===== src/rtl/clk_period_meter.sv =====
// Measures period and high time of a slow asynchronous signal in clock_in cycles,
// and flags the signal as absent when no rising edge arrives within TIMEOUT cycles.
`timescale 1ns/1ps
module clk_period_meter #(
  parameter int unsigned       WIDTH   = 28,
  parameter logic [WIDTH-1:0]  TIMEOUT = 28'd100_000_000
) (
  input  logic             clock_in,
  input  logic             reset_n,
  input  logic             sig_in,
  output logic [WIDTH-1:0] period_out,
  output logic [WIDTH-1:0] high_out,
  output logic             meas_valid,
  output logic             no_clock
);

  localparam logic [WIDTH-1:0] ONE     = {{(WIDTH-1){1'b0}}, 1'b1};
  localparam logic [WIDTH-1:0] TO_LAST = TIMEOUT - ONE;

  typedef enum logic {IDLE, MEASURE} state_t;

  state_t           state_q;
  logic             s1_q, s2_q, s3_q;
  logic [WIDTH-1:0] cnt_q, cnt_d;
  logic [WIDTH-1:0] hcnt_q, hcnt_d;
  logic [WIDTH-1:0] period_q, high_q;
  logic             valid_q, noclk_q;
  logic             rise, timeout;

  // A rise on the last count wins over the timeout.
  always_comb begin
    rise    = s2_q & ~s3_q;
    timeout = ~rise & (cnt_q == TO_LAST);
    cnt_d   = (rise | timeout) ? '0 : cnt_q + ONE;
    hcnt_d  = hcnt_q;
    if (rise)
      hcnt_d = ONE;
    else if (s2_q)
      hcnt_d = hcnt_q + ONE;
  end

  always_ff @(posedge clock_in or negedge reset_n) begin
    if (!reset_n) begin
      s1_q   <= 1'b0;
      s2_q   <= 1'b0;
      s3_q   <= 1'b0;
      cnt_q  <= '0;
      hcnt_q <= '0;
    end else begin
      s1_q   <= sig_in;
      s2_q   <= s1_q;
      s3_q   <= s2_q;
      cnt_q  <= cnt_d;
      hcnt_q <= hcnt_d;
    end
  end

  // The first edge after reset or timeout only arms; later edges report.
  always_ff @(posedge clock_in or negedge reset_n) begin
    if (!reset_n) begin
      state_q  <= IDLE;
      period_q <= '0;
      high_q   <= '0;
      valid_q  <= 1'b0;
      noclk_q  <= 1'b0;
    end else begin
      valid_q <= 1'b0;
      if (timeout) begin
        state_q  <= IDLE;
        noclk_q  <= 1'b1;
        period_q <= '0;
        high_q   <= '0;
      end else if (rise) begin
        case (state_q)
          IDLE: state_q <= MEASURE;
          MEASURE: begin
            period_q <= cnt_q + ONE;
            high_q   <= hcnt_q;
            valid_q  <= 1'b1;
            noclk_q  <= 1'b0;
          end
          default: state_q <= IDLE;
        endcase
      end
    end
  end

  assign period_out = period_q;
  assign high_out   = high_q;
  assign meas_valid = valid_q;
  assign no_clock   = noclk_q;

endmodule

===== config.mk =====
export PLATFORM = sky130hd
export DESIGN_NAME = clk_period_meter
export DESIGN_NICKNAME = d
export VERILOG_FILES = /design/src/rtl/clk_period_meter.sv
export SDC_FILE = /design/constraint.sdc
export NUM_CORES = 1
export LEC_CHECK = 0
export BUFFER_PORTS_ARGS = -buffer_cell sky130_fd_sc_hd__buf_2
export CORE_MARGIN = 2
export CORE_UTILIZATION = 35
export DETAILED_ROUTE_END_ITERATION = 10
export PLACE_DENSITY = 0.55
export SLEW_MARGIN = 20
export SYNTH_ARGS = -nofsm -noshare
export SYNTH_HDL_FRONTEND = slang
export SYNTH_SLANG_ARGS = --single-unit

===== constraint.sdc =====
create_clock -name clock_in -period 5 [get_ports clock_in]
set_input_delay 0 -clock clock_in [delete_from_list [all_inputs] [get_ports clock_in]]
set_output_delay 0 -clock clock_in [all_outputs]
set_load 0.02 [all_outputs]

* Word level (Yosys, flattened, before mapping) *
Cells that the tools add are included.

word-level totals
  output and inout bits = 58
  logic and storage cells = 39
  flip-flop bits (word level) = 118
  input port bits = 3

operators by class
  muxes and demuxes = 17
  add/subtract/negate cells = 2
  equal/unequal tests = 1
  bitwise operators = 5
  reductions and logical operators = 4

operators with widths
  kind                   count
  $mux 28                9
  $add 28x1->28 const B  2
  $eq 28x27->1 const B   1
  $mux 1                 8
  $reduce_bool 2->1      3
  $and 1x1->1            2
  $not 1->1              2
  $reduce_and 2->1       1
  $or 1x1->1             1

* Longest topological paths before layout *
Gate-level depths: netlist of the first run.

  word-level depth = 6
  mapped depth = 7
  depth with buffers taken out = 5

* Worst setup path before layout of the first run *
No wires, ideal clock.

  path type = reg2reg
  from = register cnt_q[11]
  to = register high_q[10], in the netlist high_out[10]
  setup time = 0.121 ns
  required time = 4.879 ns
  stages on the path, launching flop included = 8
  clock period less this slack = 2.152 ns
  setup slack = 2.848 ns
  data arrival time = 2.031 ns
  path buffers = 3
  cells stage by stage = dfrtp_1 > buf_6 > or4b_1 > or3_1 > o31a_1 > buf_4 > buf_6 > a22o_1

between the ends
  word-level cells in the longest chain between the ends = 4
  elaborated cells between the ends (all ways) = 6
  classes of those cells = eq/ne (1); mux (1); bitwise (1); reduce/logical (3)

ends and longest elaborated chain
  what                                line  source
  start: declaration                  24    logic [WIDTH-1:0] cnt_q, cnt_d;
  start signal: assignment            53    cnt_q <= cnt_d;
  $eq 28x27->1 (*)                    33    timeout = ~rise & (cnt_q == TO_LAST);
  $and 1x1->1 (*)                     33
  $reduce_bool 2->1 (no source line)  --
  $reduce_and 2->1 (no source line)   --
  end signal: assignment              78    high_q <= hcnt_q;
  end: declaration                    26    logic [WIDTH-1:0] period_q, high_q;

Every way passes the cells marked *; elsewhere a longest branch is shown, timed or not.
A chain may end at the register's enable or synchronous reset.

* Worst setup path after layout of the first run *
  from = register s2_q
  to = register high_q[25], in the netlist high_out[25]

between the ends
  word-level cells in the longest chain between the ends = 5
  elaborated cells between the ends (all ways) = 7
  classes of those cells = mux (1); bitwise (3); reduce/logical (3)

ends and longest elaborated chain
  what                                line  source
  start: declaration                  23    logic s1_q, s2_q, s3_q;
  start signal: assignment            51    s2_q <= s1_q;
  $and 1x1->1 (*)                     32    rise = s2_q & ~s3_q;
  $not 1->1                           33
  $and 1x1->1                         33
  $reduce_bool 2->1 (no source line)  --
  $reduce_and 2->1 (no source line)   --

Marks and branches as above.

==> key figures, run 1 <==
Yosys
  • #FFs+latches synth: 118
  • Synth Flop Type: dfrtp_1
  • Post-synth top area share: 54.4%
  • Synth top area cells: dfrtp_1 (54%), a22o_1 (4.8%), a21oi_1 (2.6%)
  • Cell with the most instances after synthesis: dfrtp_1
  • Post-synthesis instance total: 508
  • Synth cell count leaders: dfrtp_1 (118), nor2_1 (34), nand2_1 (31)
  • Async SR Flop Fraction: 100%
  • Post-synth EDFFs: 0
  • Mapped Nets: 513
  • Dominant cell type by area after synthesis: dfrtp_1
  • Post-synthesis sequential area ratio: 54.4%
  • Distinct cells, synth: 47
  • Syn_area_per_cell: 10.7 um2
  • Yosys warnings: 0
  • Synthesized area: 5420 um2

Worst setup path
  • Critical path class: flip-flop to flip-flop
  • Worst path slowest cell: o31a_2
  • Crit-path leading delay family: compound AO/OA/AOI/OAI gates
  • Largest stage delay, worst path: 1.00 ns
  • CP Buf/Inv Count: 0
  • Critical path launch point type: flip-flop
  • Crit end category: flip-flop
  • CP Data Arrival Time: approximately 2.9 ns
  • Critical path, cell by cell: nand3b_1 > o31a_2 > a22o_1
  • Critical Path RT: between 5 and 6 ns
  • Crit Path Max Fanout: 48

Route
  • Routed WL: about 13000 um
  • ANT nets after route: 0
  • Via count: about 4200
  • Vias per Instance: 5.60
  • DR WL/cell: around 17 um
  • DR pass1 iterations: 5
  • DR iter-0 viols: ~310
  • DR DRC count: 0

Floorplan
  • Height of the die: 128 um
  • Cell row count: 45
  • Die ar.: 16500 um2
  • Initial Util: a little over a third
  • Ports: 61
  • Core area: 15100 um2
  • Die W: 128 um

Timing
  • Setup_tns: 0 ns
  • RSZ-0062 raised after global routing: false
  • Worst Skew: 0.00882 ns
  • Final WS setup: 2.41 ns
  • Slew Viols, Final: 0
  • Period Utilization, post-route: 51.8%
  • Number of failing setup endpoints in the final timing report: 0
  • WHS: 0.139 ns
  • Slew HR: 30.4%
  • Tmin final: 2.59 ns
  • Fin. Hold Viols: 0
  • Fmax: ~0.39 GHz
  • Worst-Margin Slew: 1.04 ns

Placement
  • Gp weighted congestion: 0.800
  • Placement Setup Slack: 2.41 ns
  • Post-DP HPWL: between 8000 and 9000 um
  • Inst Count DP: slightly above 700
  • Port bufs: 60

Clock network
  • Num CTS Buffers: 17
  • Post-CTS Setup Inserts: 0
  • Clock Path Buffers: 2
  • Worst skew pair latency: 0.41 ns
  • CTS H-tree lvls: 4
  • TritonCTS clock tree: yes
  • CTS sink count: roughly 120
  • Root buffer cell: clkbuf_16
  • Worst-path clk slew: about 0.050 ns

Global route
  • Total GRT Usage: 16.5%
  • Initial antenna violation count: 0
  • Largest net degree at the start of global routing: 73
  • Total gr overflow: 0
  • Vias in the first global route: 4275
  • Global-route wire length before repair: 21500 um

Final layout
  • Area grow syn2layout: 18.2%
  • Ant diodes: 0
  • Layout Cells excl Fill: 756
  • Final net count: 562
  • Share of layout cells above drive strength 1: 18.0%

Status
  • Status: complete, no violations

Power
  • Max IR drop VDD: 0.232 mV
  • P per Cell Area: roughly 370 nW/um2
  • Leak Pwr: 0.00294 uW
  • Total chip power: 2390 uW

Run
  • Max-Cap Viols: 0

Worst hold path
  • Hold Path Class: input pin to asynchronous set/reset pin
logic make-up (layout without fill, tap and decap cells):
kind of cell | after synthesis | count (layout) | synth area share, %
XOR/XNOR | 19 | 19 | 3.07
adder cells (fa/ha/maj) | 2 | 2 | 0.461
AND/OR/NAND/NOR | 185 | 185 | 18.9
buffers and inverters | 48 | 108 | 3.94
flip-flops | 118 | 118 | 54.4
AO/OA/AOI/OAI | 130 | 130 | 18.1
multiplexers | 6 | 6 | 1.13
sequential cells by signal, indices dropped and copies added (netlist names):
name / count
s2_q: 1
meas_valid: 1
cnt_q: 28
state_q: 1
period_out: 28
no_clock: 1
s3_q: 1
hcnt_q: 28
s1_q: 1
high_out: 28
where the power goes:
group | total, uW | switching, uW | internal [uW] | leakage [uW]
clock | 1150 | 399 | 755 | 0.000279
sequential | 1050 | 47.3 | 1000 | 0.00160
combinational | 183 | 120 | 63.8 | 0.00105
path summary, 6_finish.rpt:
check,start,cells past startpoint,endpoint,slack (ns)
worst min register to register,s1_q,0,s2_q,0.37
worst min-delay path,reset_n,2,high_out[12],0.14
worst max register to register,s2_q,3,high_out[25],2.41
max in group asynchronous,reset_n,3,cnt_q[6],3.51
min in group clock_in,sig_in,2,s1_q,0.24
worst max-delay path,s2_q,3,high_out[25],2.41
placed cells by master (no fill, tap or decap), types with 14 or more instances in the layout:
| cell type | n |
|---|---|
| clkbuf_16 | 17 |
| nand4_1 | 14 |
| nor2_1 | 34 |
| nor4_1 | 20 |
| nand3_1 | 24 |
| nand2_1 | 31 |
| a21oi_1 | 28 |
| dfrtp_1 | 118 |
| or4_1 | 16 |
| a22o_1 | 30 |
| o31ai_1 | 15 |
| buf_2 | 59 |
layout make-up:
type                    count  area, um2
multi-input cells         342       2260
inverters                  11       41.3
repair buffers             67        360
well taps                 188        235
flip-flops and latches    118       2950
clock buffers              27        523
clock inverters             3       40.0
fillers                  1441       8730
per-stage QoR:
step / utilization, % / area (um2)
2_1_floorplan: - / 5420
3_3_place_gp: 38.5 / 5830
3_5_place_dp: 38.5 / 5830
4_1_cts: 42.3 / 6410
5_1_grt: 42.3 / 6410
6_report: 42.3 / 6410
timing repair:
| item | 4_1_cts | 5_1_grt |
|---|---|---|
| resized for setup | 0 | 0 |
| hold buffers | 2 | 0 |
| endpoints found under the setup margin | 0 | 0 |
| endpoints found under the hold margin | 47 | 0 |
layer usage:
layer,GRT usage [%],part of all wire [%],up-vias
met3,4.74,4.4,10
li1,-,-,2038
met2,26.1,47,87
met4,5.37,1.0,0
met1,21.9,47,2101
met5,0,0,-
Note: power is estimated with default switching activity, not from simulation.
==> run 2: changes to the inputs <==
Settings changed: ABC_AREA set to 1, PLACE_DENSITY 0.55 to 0.57.
Clock period 5 ns to 2.31 ns, I/O delays scaled along.
==> run 2 against run 1 <==
  * Register-to-register slack worse by 2.0 ns
  * Combinational power up 130%
  * First-iteration DRC count down 23%
  * Synthesized cell count up 49%
  * Clock skew up 0.0053 ns
  * Wire length up 11%
  * Clock-buffer cell count down 9
  * Final cell count up 40%
  * Area after synthesis up 6.5%
  * Sequential power up 110%
  * Largest cell class unchanged
==> key figures, run 2 <==
Timing
  • Fmax: 0.537 GHz (+39%)
  • Worst-Margin Slew: 0.724 ns (-0.320 ns)
  • Tmin final: 1.86 ns (-0.726 ns)
  • Worst Skew: 0.0142 ns (+0.00535 ns)
  • Slew HR: 51.7% (+21 points)
  • Fin. Hold Viols: 0 (unchanged)
  • Slew Viols, Final: 0 (unchanged)
  • Period Utilization, post-route: 80.6% (+29 points)
  • Setup_tns: 0 ns (unchanged)
  • RSZ-0062 raised after global routing: false
  • Number of failing setup endpoints in the final timing report: 0 (unchanged)
  • Final WS setup: 0.448 ns (-1.96 ns)

Power
  • P per Cell Area: 798 nW/um2 (+110%)
  • Total chip power: 5610 uW (+130%)
  • Max IR drop VDD: 0.527 mV (+130%)
  • Combinational power share: 7.5% (-0.2 points)
  • Int Power: 4240 uW (+130%)
  • Clock power share: 52.7% (+4.4 points)
  • Seq pwr share: 39.8% (-4.2 points)
  • Leak Pwr: 0.00373 uW (+27%)
  • Switching part of the total: 24.3% (+0.61 points)
  • Net Switching: 1360 uW (+140%)

Worst setup path
  • Critical Path RT: 2.61 ns (-2.73 ns)
  • Worst path slowest cell: dfrtp_1
  • R2R Path Start: cnt_q[0]
  • Crit end category: flip-flop
  • FF-to-FF path depth: 9 (+6)
  • Crit Path Max Fanout: 14 (-71%)
  • Critical path launch point type: flip-flop
  • R2r setup slk: 0.45 ns (-1.96 ns)
  • CP dominant cell by count: nand2_2
  • CP Buf/Inv Count: 1 (+1)
  • Largest stage delay, worst path: 0.38 ns (-0.62 ns)
  • Critical path, cell by cell: ha_1 > nand2_2 > nor2_4 > nand2_2 > nor3_2 > nand2_1 > nand2_2 > buf_12 > a21oi_1
  • Crit Reg-Reg Endpoint: cnt_q[14]
  • Critical path class: flip-flop to flip-flop
  • Crit-path leading delay family: simple AND/OR/NAND/NOR gates
  • CP Data Arrival Time: 2.16 ns (-0.77 ns)

Route
  • DR WL/cell: 13.2 um (-20%)
  • DR DRC count: 0 (unchanged)
  • DR iter-0 viols: 241 (-23%)
  • Via count: 4866 (+15%)
  • ANT nets after route: 0 (unchanged)
  • Vias per Instance: 4.61 (-18%)
  • DR pass1 iterations: 5 (unchanged)
  • Routed WL: 13900 um (+11%)

Clock network
  • Clock Path Buffers: 2 (unchanged)
  • Root buffer cell: clkbuf_16
  • CTS sink count: 118 (unchanged)
  • Worst skew pair latency: 0.43 ns (+0.02 ns)
  • Worst-path clk slew: 0.06 ns (about the same)
  • Num CTS Buffers: 17 (unchanged)
  • TritonCTS clock tree: yes
  • CTS H-tree lvls: 4 (unchanged)

Yosys
  • Cell with the most instances after synthesis: nand2_1
  • Distinct cells, synth: 34 (-28%)
  • Async SR Flop Fraction: 100% (unchanged)
  • Yosys warnings: 0 (unchanged)
  • Synth cell count leaders: nand2_1 (253), dfrtp_1 (118), nor2_1 (91)
  • Mapped Nets: 763 (+49%)
  • Dominant cell type by area after synthesis: dfrtp_1
  • Syn_area_per_cell: 7.62 um2 (-29%)
  • Post-synthesis sequential area ratio: 51.1% (-3.3 points)
  • Post-synth top area share: 51.1% (-3.3 points)
  • Synthesized area: 5780 um2 (+6.5%)
  • Post-synth EDFFs: 0 (unchanged)
  • Synth top area cells: dfrtp_1 (51%), nand2_1 (16%), nand3_1 (7.8%)
  • #FFs+latches synth: 118 (unchanged)
  • Post-synthesis instance total: 758 (+49%)
  • Synth Flop Type: dfrtp_1

Final layout
  • Filler instances: 1698 (+18%)
  • Share of layout cells above drive strength 1: 14.0% (-3.9 points)
  • Area grow syn2layout: 21.6%
  • Commonest non-fill, non-tap cells in the layout: nand2_1 (253), dfrtp_1 (118), nor2_1 (91)
  • Ant diodes: 0 (unchanged)
  • Commonest non-fill, non-tap cell in the layout: nand2_1
  • Final net count: 832 (+48%)

Floorplan
  • Die W: 132 um (+3.1%)
  • Core area: 16000 um2 (+5.6%)
  • Die ar.: 17500 um2 (+6.3%)
  • Initial Util: 36.1% (+0.29 points)
  • Ports: 61 (unchanged)
  • Height of the die: 132 um (+3.1%)
  • Cell row count: 46 (+2.2%)

Global route
  • Vias in the first global route: 4889 (+14%)
  • Total GRT Usage: 17.3% (+0.84 points)
  • Global-route wire length before repair: 24300 um (+13%)
  • Initial antenna violation count: 0 (unchanged)
  • Total gr overflow: 0 (unchanged)
  • Largest net degree at the start of global routing: 119 (+63%)

Worst hold path
  • Hold Path Class: input pin to asynchronous set/reset pin

Run
  • Max-Cap Viols: 0 (unchanged)

Placement
  • Gp weighted congestion: 0.836 (+4.5%)
  • Post-DP HPWL: 9560 um (+19%)
  • Placement Setup Slack: 0.421 ns (-1.98 ns)
  • Port bufs: 60 (unchanged)

Status
  • Status: complete, no violations
-- run 2: how the worst max path moves through the flow --
stage / depth (start not counted) / slack [ns] / endpoint / start
floorplan: 10 / 0.72 / high_out[14] / cnt_q[0]
global placement: 9 / 0.50 / cnt_q[14] / cnt_q[0]
detailed placement: 9 / 0.42 / cnt_q[14] / cnt_q[0]
CTS: 9 / 0.41 / cnt_q[14] / cnt_q[0]
global route: 9 / 0.23 / cnt_q[14] / cnt_q[0]
finish: 9 / 0.45 / cnt_q[14] / cnt_q[0]
-- run 2: what timing repair did --
action,CTS,global route
gates resized for setup,0,0
hold buffers,2,0
setup buffers,0,0
endpoints found under the hold margin,119,0
-- run 2: through the flow --
stage / hold WS (ns) / utilization [%] / instances / area, um2
finish: 0.147 / 43.9 / 1056 / 7030
floorplan: -0.296 / - / 758 / 5780
global route: 0.211 / 43.9 / 1056 / 7030
detailed placement: 0.111 / 39.7 / 1022 / 6350
CTS: 0.199 / 43.9 / 1056 / 7030
global placement: 0.110 / 39.7 / 1022 / 6350
-- run 2: kinds of logic (layout without fill, tap and decap cells) --
logic type | count (synthesis) | in the layout | share of synthesized area [%]
AOI/OAI and AO/OA | 38 | 38 | 3.42
DFF | 118 | 118 | 51.1
and+or+nand+nor | 483 | 483 | 35.8
xor gates and xnor gates | 10 | 10 | 1.52
adders and majority gates | 2 | 2 | 0.433
buffers and inverters | 107 | 189 | 7.69
-- run 2: worst register-to-register path: cells and delay by family, from the launching register on --
family | cells | cell delay (ns)
AOI/OAI and AO/OA | 1 | 0.05
adders and majority gates | 1 | 0.21
DFF | 1 | 0.38
buffers and inverters | 1 | 0.19
and+or+nand+nor | 6 | 0.91
-- run 2: layer usage --
layer / vias to the layer above / GRT usage [%] / wire, um / share of wire, %
li1: 2528 / - / - / -
met1: 2257 / 22.2 / 6350 / 46
met2: 67 / 28.8 / 7030 / 50
met3: 14 / 4.56 / 403 / 2.9
met4: 0 / 5.44 / 153 / 1.1
met5: - / 0 / 0 / 0
-- run 2: final cells by class --
type	count	area, um2	share of cell area [%]
Sequential cell	118	2950	42.0
Multi-Input combinational cell	533	2380	33.9
Clock inverter	14	221	3.15
Timing Repair Buffer	73	443	6.30
Inverter	84	315	4.49
Tap cell	216	270	3.85
Clock buffer	18	439	6.25
-- run 2: power groups by stage --
| stage | Clock (uW) | Combinational [uW] | Sequential (uW) |
|---|---|---|---|
| after floorplan | 0 | 200 | 2310 |
| after global placement | 0 | 425 | 2270 |
| after detailed placement | 0 | 431 | 2270 |
| after CTS | 3020 | 435 | 2230 |
| after global routing | 3120 | 481 | 2240 |
| final | 2960 | 422 | 2230 |
==> run 3: changes to the inputs <==
Clock period 2.31 ns to 1.58 ns, I/O delays scaled along.
==> run 3 against run 2 <==
  * The flow now finishes with violations (setup timing)
  * Clock-buffer cell count rose by 1
  * Core utilization is 2.3 points higher
  * Cell area up 5.3%
  * Critical path type unchanged
  * Critical endpoint is now period_out[24]
  * Largest power group unchanged
  * Highest routed layer unchanged
==> key figures, run 3 (same netlist as run 2, synthesis figures left out) <==
Status
  • Status: finished with violations
  • Failing checks: setup timing

Placement
  • Area after DPL: 6700 um2 (+5.6%)
  • Port bufs: 60 (unchanged)
  • Post-DP HPWL: 9940 um (+4.0%)
  • Inst Count DP: 1061 (+3.8%)
  • Gp weighted congestion: 0.874 (+4.6%)

Power
  • Switching part of the total: 25.9% (+1.5 points)
  • Leak Pwr: 0.00393 uW (+5.3%)
  • Seq pwr share: 43.2% (+3.4 points)
  • Clock power share: 47.5% (-5.2 points)
  • P per Cell Area: 1020 nW/um2 (+28%)
  • Combinational power share: 9.3% (+1.8 points)
  • Int Power: 5600 uW (+32%)
  • Max IR drop VDD: 0.717 mV (+36%)
  • Net Switching: 1950 uW (+43%)

Timing
  • WHS: 0.167 ns (+0.0201 ns)
  • Worst Skew: 0.00748 ns (-0.00669 ns)
  • Worst-Margin Slew: 0.720 ns (-0.00460 ns)
  • Number of failing setup endpoints in the final timing report: 12 (+12)
  • Slew HR: 52.0% (+0.31 points)
  • Period Utilization, post-route: 101% (+20 points)
  • Slew Viols, Final: 0 (unchanged)
  • Fin. Hold Viols: 0 (unchanged)
  • Tmin final: 1.60 ns (-0.265 ns)
  • RSZ-0062 raised after global routing: true
  • Final WS setup: -0.0164 ns (-0.465 ns)
  • Fmax: 0.626 GHz (+17%)

Clock network
  • Worst skew pair latency: 0.41 ns (-0.02 ns)
  • Worst-path clk slew: 0.06 ns (about the same)
  • CTS H-tree lvls: 4 (unchanged)
  • Num CTS Buffers: 17 (unchanged)
  • CTS sink count: 118 (unchanged)
  • Root buffer cell: clkbuf_16
  • TritonCTS clock tree: yes
  • Clock Path Buffers: 2 (unchanged)

Worst setup path
  • Critical path launch point type: flip-flop
  • Crit end category: flip-flop
  • Critical Path RT: 1.88 ns (-0.73 ns)
  • Critical path class: flip-flop to flip-flop
  • CP Data Arrival Time: 1.90 ns (-0.26 ns)
  • Crit Path Max Fanout: 5 (-9)

Final layout
  • Layout Cells excl Fill: 1100 (+4.2%)
  • Area grow syn2layout: 28.0%
  • Ant diodes: 0 (unchanged)
  • Area of the multi-input gates: 2470 um2 (+3.7%)
  • Share of layout cells above drive strength 1: 20.5% (+6.4 points)
  • Commonest non-fill, non-tap cells in the layout: nand2_1 (251), dfrtp_1 (117), nand3_1 (87)
  • Register area: 2950 um2 (about the same)
  • Final net count: 877 (+5.4%)
  • Design area: 7400 um2 (+5.3%)
  • Filler instances: 1666 (-1.9%)
  • Commonest non-fill, non-tap cell in the layout: nand2_1

Global route
  • Total GRT Usage: 17.3% (about the same)
  • Initial antenna violation count: 0 (unchanged)
  • Global-route wire length before repair: 24300 um (unchanged)
  • Largest net degree at the start of global routing: 119 (unchanged)
  • Total gr overflow: 0 (unchanged)
  • Vias in the first global route: 5021 (+2.7%)

Run
  • Max-Cap Viols: 0 (unchanged)

Floorplan
  • Cell row count: 46 (unchanged)
  • Initial Util: 36.1% (unchanged)
  • Die W: 132 um (unchanged)
  • Core area: 16000 um2 (unchanged)
  • Height of the die: 132 um (unchanged)
  • Die ar.: 17500 um2 (unchanged)
  • Ports: 61 (unchanged)

Route
  • Via count: 5054 (+3.9%)
  • Met3 routed WL: 386 um (-4.2%)
  • ANT nets after route: 0 (unchanged)
  • DR WL/cell: 13.1 um (-0.36%)
  • DR iter-0 viols: 254 (+5.4%)
  • DR pass1 iterations: 4 (-1)
  • DR DRC count: 0 (unchanged)
  • Top Layer Used: met4
  • Metal2 WL: 7330 um (+4.3%)
  • Met1 wire length: 6500 um (+2.3%)
  • Vias per Instance: 4.59 (-0.29%)
  • Routed WL: 14500 um (+3.8%)

Worst hold path
  • Hold Path Class: input pin to asynchronous set/reset pin
[run 3: cell count changes in the layout (fill, tap and decap cells not counted), moves of 3 or more]
cell / delta
bufinv_16: -4
o21ai_0: -3
o21ai_1: +3
buf_4: +39
nor2_2: +8
clkinvlp_4: +4
buf_12: +5
nor2_1: -9
nand3_1: -3
nand3_2: +3
[run 3: critical path, cell delays in order (launching register included)]
cell and delay, ns:
dfrtp_1 0.37, ha_2 0.19, nand2_2 0.07, nor2_4 0.12, nand2_2 0.09, buf_4 0.15
nor2_1 0.08, buf_4 0.14, nand2_1 0.05, nand2_1 0.07, nand2_1 0.05, nand2_1 0.05
nand2_1 0.04
[run 3: layout make-up]
class                           count  share of cell area (%)
Inverter                           84                    4.26
Multi-Input combinational cell    534                    33.4
Clock inverter                     12                    1.44
Tap cell                          216                    3.65
Clock buffer                       19                    5.99
Timing Repair Buffer              117                    11.3
Sequential cell                   118                    39.9
[run 3: power by group through the flow]
| stage | logic [uW] | registers (uW) | clock network, uW |
|---|---|---|---|
| floorplan | 295 | 3380 | 0 |
| detailed placement | 670 | 3310 | 0 |
| global route | 799 | 3280 | 3840 |
| finish | 701 | 3270 | 3590 |
| global placement | 662 | 3320 | 0 |
| CTS | 682 | 3260 | 3680 |
[run 3: timing repair]
action / CTS / global route
gates cloned: 0 / 1
resized for setup: 6 / 21
endpoints found under the hold margin: 119 / 0
hold buffers: 2 / 0
setup endpoints to repair: 59 / 103
buffers inserted: 1 / 4
pin swaps: 3 / 8
[run 3: routing by layer]
| layer | track usage (%) | up-vias |
|---|---|---|
| li1 | - | 2614 |
| met1 | 21.4 | 2347 |
| met2 | 29.4 | 73 |
| met3 | 4.10 | 20 |
| met4 | 6.45 | 0 |
| met5 | 0 | - |
[run 3: final timing paths]
path / startpoint / endpoint / slack (ns) / cells past startpoint
min in group clock_in: sig_in / s1_q / 0.23 / 2
worst min register to register: s1_q / s2_q / 0.35 / 0
worst min-delay path: reset_n / no_clock / 0.17 / 3
worst max register to register: cnt_q[0] / period_out[24] / -0.02 / 12
worst max-delay path: cnt_q[0] / period_out[24] / -0.02 / 12
max in group asynchronous: reset_n / s2_q / 0.79 / 3
[run 3: metrics by stage]
stage	utilization (%)	total power (uW)	setup TNS (ns)	setup slack, ns
after floorplan	-	3680	-0.295	-0.00983
after global placement	41.9	3980	-0.105	-0.0389
after detailed placement	41.9	3980	-0.603	-0.0454
after CTS	45.6	7630	-0.226	-0.0297
after global routing	46.2	7920	-11.71	-0.192
final	46.2	7560	-0.0870	-0.0164
